**src/rtl/alu_operand_stage.sv**
```systemverilog
// ID/EX operand stage: forwards EX/MEM and MEM/WB results into rs1/rs2, selects
// the ALU Y source and buffers instructions in a main register plus one skid entry.
module alu_operand_stage #(
  parameter int DATAWIDTH = 32,
  parameter int REGADDR   = 5
) (
  input  logic                 clk,
  input  logic                 rst_n,
  input  logic                 in_valid,
  output logic                 in_ready,
  input  logic [DATAWIDTH-1:0] in_rs1_data,
  input  logic [DATAWIDTH-1:0] in_rs2_data,
  input  logic [DATAWIDTH-1:0] in_imm,
  input  logic [REGADDR-1:0]   in_rs1_addr,
  input  logic [REGADDR-1:0]   in_rs2_addr,
  input  logic [REGADDR-1:0]   in_rd_addr,
  input  logic                 in_alusrc,
  input  logic [2:0]           in_aluop,
  input  logic                 in_regwrite,
  input  logic                 flush,
  input  logic                 fwd_ex_valid,
  input  logic [REGADDR-1:0]   fwd_ex_rd,
  input  logic [DATAWIDTH-1:0] fwd_ex_data,
  input  logic                 fwd_wb_valid,
  input  logic [REGADDR-1:0]   fwd_wb_rd,
  input  logic [DATAWIDTH-1:0] fwd_wb_data,
  output logic                 out_valid,
  input  logic                 out_ready,
  output logic [DATAWIDTH-1:0] X,
  output logic [DATAWIDTH-1:0] Y,
  output logic [2:0]           ALUop,
  output logic [DATAWIDTH-1:0] out_store_data,
  output logic [REGADDR-1:0]   out_rd_addr,
  output logic                 out_regwrite
);

  typedef struct packed {
    logic [DATAWIDTH-1:0] x;
    logic [DATAWIDTH-1:0] y;
    logic [DATAWIDTH-1:0] store;
    logic [2:0]           op;
    logic [REGADDR-1:0]   rd;
    logic                 regwrite;
  } entry_t;

  entry_t main_q, skid_q, incoming;
  logic   skid_valid;
  logic   accept, transfer;
  logic   main_valid_d, skid_valid_d;
  logic   load_main, main_from_skid, load_skid;
  logic [DATAWIDTH-1:0] rs1_fwd, rs2_fwd;

  // EX/MEM wins over MEM/WB; register x0 is hard-wired and never forwarded.
  function automatic logic [DATAWIDTH-1:0] fwd_sel(
    input logic [REGADDR-1:0]   rs,
    input logic [DATAWIDTH-1:0] rf_data,
    input logic                 ex_valid,
    input logic [REGADDR-1:0]   ex_rd,
    input logic [DATAWIDTH-1:0] ex_data,
    input logic                 wb_valid,
    input logic [REGADDR-1:0]   wb_rd,
    input logic [DATAWIDTH-1:0] wb_data
  );
    if (rs != '0 && ex_valid && ex_rd == rs)      return ex_data;
    else if (rs != '0 && wb_valid && wb_rd == rs) return wb_data;
    else                                          return rf_data;
  endfunction

  assign rs1_fwd = fwd_sel(in_rs1_addr, in_rs1_data, fwd_ex_valid, fwd_ex_rd, fwd_ex_data,
                           fwd_wb_valid, fwd_wb_rd, fwd_wb_data);
  assign rs2_fwd = fwd_sel(in_rs2_addr, in_rs2_data, fwd_ex_valid, fwd_ex_rd, fwd_ex_data,
                           fwd_wb_valid, fwd_wb_rd, fwd_wb_data);

  assign incoming.x        = rs1_fwd;
  assign incoming.y        = in_alusrc ? in_imm : rs2_fwd;
  assign incoming.store    = rs2_fwd;
  assign incoming.op       = in_aluop;
  assign incoming.rd       = in_rd_addr;
  assign incoming.regwrite = in_regwrite;

  assign in_ready = ~skid_valid;
  assign accept   = in_valid & in_ready;
  assign transfer = out_valid & out_ready;

  // NOTE: every output of this block gets a default first, so no path can infer a latch.
  always_comb begin
    main_valid_d   = out_valid;
    skid_valid_d   = skid_valid;
    load_main      = 1'b0;
    main_from_skid = 1'b0;
    load_skid      = 1'b0;
    if (flush) begin
      main_valid_d = 1'b0;
      skid_valid_d = 1'b0;
    end else if (skid_valid) begin
      if (transfer) begin
        load_main      = 1'b1;
        main_from_skid = 1'b1;
        skid_valid_d   = 1'b0;
      end
    end else if (!out_valid || transfer) begin
      main_valid_d = accept;
      load_main    = accept;
    end else if (accept) begin
      load_skid    = 1'b1;
      skid_valid_d = 1'b1;
    end
  end

  // NOTE: state registers use non-blocking assignments so every flop samples pre-edge values.
  always_ff @(posedge clk or negedge rst_n) begin
    if (!rst_n) begin
      out_valid  <= 1'b0;
      skid_valid <= 1'b0;
      main_q     <= '0;
    end else begin
      out_valid  <= main_valid_d;
      skid_valid <= skid_valid_d;
      if (load_main) main_q <= main_from_skid ? skid_q : incoming;
    end
  end

  // NOTE: skid payload is not reset; it is only ever read while skid_valid is set.
  always_ff @(posedge clk) begin
    if (load_skid) skid_q <= incoming;
  end

  assign X              = main_q.x;
  assign Y              = main_q.y;
  assign ALUop          = main_q.op;
  assign out_store_data = main_q.store;
  assign out_rd_addr    = main_q.rd;
  assign out_regwrite   = main_q.regwrite;

endmodule

```
**config.mk**
```make
export PLATFORM = sky130hd
export DESIGN_NAME = alu_operand_stage
export DESIGN_NICKNAME = d
export VERILOG_FILES = /design/src/rtl/alu_operand_stage.sv
export SDC_FILE = /design/constraint.sdc
export NUM_CORES = 1
export LEC_CHECK = 0
export CAP_MARGIN = 20
export CORE_MARGIN = 4
export CORE_UTILIZATION = 48
export DETAILED_ROUTE_END_ITERATION = 16
export PLACE_DENSITY = 0.87
export SYNTH_ARGS = -nofsm -noshare
export SYNTH_HDL_FRONTEND = slang
export SYNTH_SLANG_ARGS = --single-unit
```
**constraint.sdc**
```tcl
create_clock -name clk -period 6.98 [get_ports clk]
set_input_delay 0.698 -clock clk [delete_from_list [all_inputs] [get_ports clk]]
set_output_delay 0.698 -clock clk [all_outputs]
set_load 0.01 [all_outputs]
```
# After elaboration in Yosys (flattened, before gate mapping)
# Cells that the tools add are included.
totals:
  wordCells: 58
  ff_bits: 212
  input_bits: 197
op_classes:
  bitwise_logic: 3
  muxes: 22
  n_eq_ne: 5
  reduce_logical: 14
op_table:
  columns: ["operator", "count"]
  rows:
  - ["$mux 32", 5]
  - ["$mux 105", 1]
  - ["$eq 5x5->1", 4]
  - ["$mux 1", 16]
  - ["$reduce_bool 5->1", 2]
  - ["$logic_and 1x1->1", 8]
  - ["$and 1x1->1", 2]
  - ["$ne 2x2->1 const B", 1]
  - ["$reduce_and 2->1", 1]
  - ["$reduce_bool 2->1", 1]
  - ["$logic_not 1->1", 1]
  - ["$logic_or 1x1->1", 1]
  - ["$not 1->1", 1]

# Longest topological paths before layout
logic_depth:
  ltp_word: 7
  ltp_mapped: 7
  mapped_depth_nobuf: 5

# Least setup slack after synthesis
# No wires, ideal clock.
synth_path:
  kind: "input -> register"
  startpoint: "input flush"
  endpoint: "register skid_q[0] in the netlist's numbering, enable pin"
  setup_slack_ns: 0.929
  required_ns: 6.410
  arrival_ns: 5.481
  stages: 2
  n_path_buf: 0
  path_cell_list: "or3b_1 > nor2_1"
synth_via:
  elab_chain_len: 1
synth_lines:
  columns: ["item", "line_no", "text"]
  rows:
  - ["start: declaration", "20", "input logic flush,"]
  - ["$mux 1", "92", "if (flush) begin"]
  - ["named net load_skid", "50", "logic load_main, main_from_skid, load_skid;"]
  - ["end signal: assignment", "125", "if (load_skid) skid_q <= incoming;"]
  - ["end: declaration", "46", "entry_t main_q, skid_q, incoming;"]
# The timed path passes the listed nets, and every way through them passes these cells.
# A chain may end at the register's enable or synchronous reset.

==> results by group <==
Outcome
  • Outcome: finished, final reports clean

Synth
  • Most used DFF post-synth: dfrtp_1
  • Avg Cell Area, Syn: 10.7 sq um
  • Post-synthesis instance area: 10,700 sq um
  • Area contributors post-synth: edfxtp_1, dfrtp_1, a221oi_1, nor2_1, o31ai_4
  • Synth top area share: 29.5%
  • Post-synthesis register bit count: 212
  • Post-synth top cells: nor2_1, dfrtp_1, edfxtp_1
  • Area leader, netlist: edfxtp_1
  • Seq/Total Area, Yosys: 54.5%
  • Post-synth ARST share: 50.5%
  • Syn Nets: 1,197
  • Most frequent cell after synthesis: nor2_1
  • Post-Syn Instances: 1,000
  • Yosys Warn Count: 0
  • Post-synth EDFFs: 105
  • Synth cell types: 41

Clocking
  • Hold bufs inserted after CTS: 0
  • Setup Fix Bufs, Post-CTS: 0
  • Post-cts sizing count: 0
  • Clock sink count: 212
  • CTS tree: yes
  • # H-tree levels: 1
  • Clk buf depth: 3
  • CTS Buf Count: 23
  • Clock latency on the worst-skew pair: 510 ps
  • CTS clk-pin slew, worst paths: 60 ps
  • CTS root buf: clkbuf_16

Placed design
  • GPL Wtd Cong: 0.897
  • DP Wirelength: 24,800 um
  • I/O Buffers: 303
  • DP Area: 13,900 sq um
  • Cell count after placement: 1,514

Timing
  • Fin crit period: 3180 ps
  • Clock Skew: 21.4 ps
  • Tightest hold margin: 229 ps
  • Tcrit/Tclk final: 45.5%
  • Fmax: 315 MHz
  • Slew Viols, Final: 0
  • RSZ-0062 raised after global routing: no
  • Worst slew pin tran: 1140 ps
  • Setup TNS: 0 ps
  • Setup violations, final: 0
  • Final hold viol count: 0
  • Max-slew headroom: 24.0%

Critical path
  • Critical path cell sequence: clkdlybuf4s50_1, nor4_1, or3_1, a211oi_4, buf_4, mux2i_1, a21oi_1
  • Slowest stage cell, crit path: a211oi_4
  • CP Max Fanout: 22
  • Worst Setup Path Type: input pin to register
  • Worst EP arrival: 3410 ps
  • CP required: 7210 ps
  • R2R Path End: Y[22]
  • Worst r2r src: out_valid
  • Element type at the critical path end: register
  • Largest stage delay, worst path: 730 ps
  • R2R depth: 8
  • Nature of the critical path startpoint: input pin
  • Flop-to-flop setup slack: 4050 ps

Detailed routing
  • DRC errors left: 0
  • WL final: 36,800 um
  • DRT iter0 DRCs: 1,186
  • WL per Instance: 23.6 um
  • Vias: 9,848
  • Pre-antenna DRT Iters: 6
  • Via density: 6.32
  • Final ANT Viol Nets: 0

Finish
  • Area grow syn2layout: 37.2%
  • Fin nets: 1,456
  • Fraction of final layout cells sized beyond drive strength 1: 8.08%
  • Fin area: 14,700 sq um
  • Finished Layout Cells: 1,557

Die
  • Die Area: 24,700 sq um
  • Initial Utilization: 48.8%
  • Die Wd: 157 um
  • Core ar.: 21,900 sq um
  • Chip height: 157 um
  • Top-Level Pins: 304
  • Row cnt: 54

GRT
  • Initial antenna violation count: 1
  • Vias in the first global route: 9,811
  • Largest net degree at the start of global routing: 75
  • Total grt overflow: 0
  • Overall Global Routing Usage: 28.6%
  • First-pass GRT wire length: 55,800 um

Power and ir drop
  • Pleak: 5.42 nW
  • Peak supply drop: 0.000127 V
  • P per Cell Area: 247 nW/um^2
  • Total chip power: 3.62 mW

Flow run
  • Max Cap Viol: 0

Worst hold path
  • Path type of the worst min-delay path: input pin to async pin
[flip-flops by register name, indices dropped and copies added (netlist names)]
| signal | cells |
|---|---|
| out_store_data | 32 |
| out_rd_addr | 5 |
| out_regwrite | 1 |
| skid_q | 105 |
| X | 32 |
| ALUop | 3 |
| out_valid | 1 |
| skid_valid | 1 |
| Y | 32 |
[final cells by class]
type / count / area (sq um)
fill: 1642 / 7220
sequential: 212 / 5830
multi-input combinational: 664 / 4390
timing repair buffer: 324 / 3200
clock buffer: 28 / 624
tap: 280 / 350
clock inverter: 13 / 145
inverter: 34 / 128
antenna: 2 / 5.00
[kinds of logic (layout without fill, tap and decap cells)]
logic type | after synthesis | in the layout | share of synthesized area (%)
XOR/XNOR | 17 | 17 | 1.39
buffers and inverters | 124 | 399 | 4.81
flip-flops | 212 | 212 | 54.5
AND/OR/NAND/NOR | 277 | 277 | 13.0
other | 0 | 2 | 0
multiplexers | 32 | 32 | 3.00
AO/OA/AOI/OAI | 338 | 338 | 23.3
[where the power goes]
part           internal [mW]  total [mW]  switching [mW]
sequential              1.45        1.53          0.0820
clock                  0.746        1.24           0.497
combinational          0.452       0.849           0.397
[stage by stage]
step	utilization (%)	worst slack, ps
after floorplan	-	929
after global placement	63.4	3420
after detailed placement	63.5	3290
after CTS	67.0	3830
after global routing	67.0	3710
final	67.0	3800
[worst max-delay path: cells and delay by family]
kind	cells	cell delay (ps)
simple gates	2	450
mux	1	330
compound gates	2	830
buf+inv	2	1090
[per-layer routing]
layer	GRT usage (%)	vias to the layer above	routed length, um
met4	10.5	0	1520
met5	0	-	0
met1	39.7	4788	14600
met3	5.20	112	3520
met2	45.2	629	17100
li1	-	4319	-
[placed cells by master (no fill, tap or decap), types with 3 or more instances in the layout]
cell type        instances
clkdlybuf4s50_1        301
o31a_1                  22
a221oi_1                64
edfxtp_1               105
nand2_1                 42
clkinv_1                 3
or3_1                   23
o31ai_1                 11
a31o_2                  10
o22ai_1                 41
o21ai_0                 56
nand4_1                 12
mux2i_1                 32
dfrtp_1                107
xor2_1                   3
or2_2                    3
clkbuf_8                 3
bufinv_16                3
and4_1                  22
a21oi_1                 67
o31ai_4                 20
inv_1                   34
clkbuf_16               23
nor2_1                 114
and3_1                  33
buf_4                   21
clkinv_2                 4
nor3_1                  11
o21ai_1                 42
xnor2_1                 14
[worst max path at each step]
stage                    from             end  slack, ps  depth (start not counted)
3_5_place_dp   in_rs1_addr[4]      skid_q[77]       3290                          7
5_1_grt                 flush  out_rd_addr[1]       3710                          7
6_report       in_rs1_addr[4]      skid_q[88]       3800                          7
3_3_place_gp   in_rs1_addr[0]      skid_q[82]       3420                          7
4_1_cts             out_ready           Y[22]       3830                          9
2_1_floorplan           flush       skid_q[0]        930                          2
No activity file was read; power rests on OpenSTA's default activity.
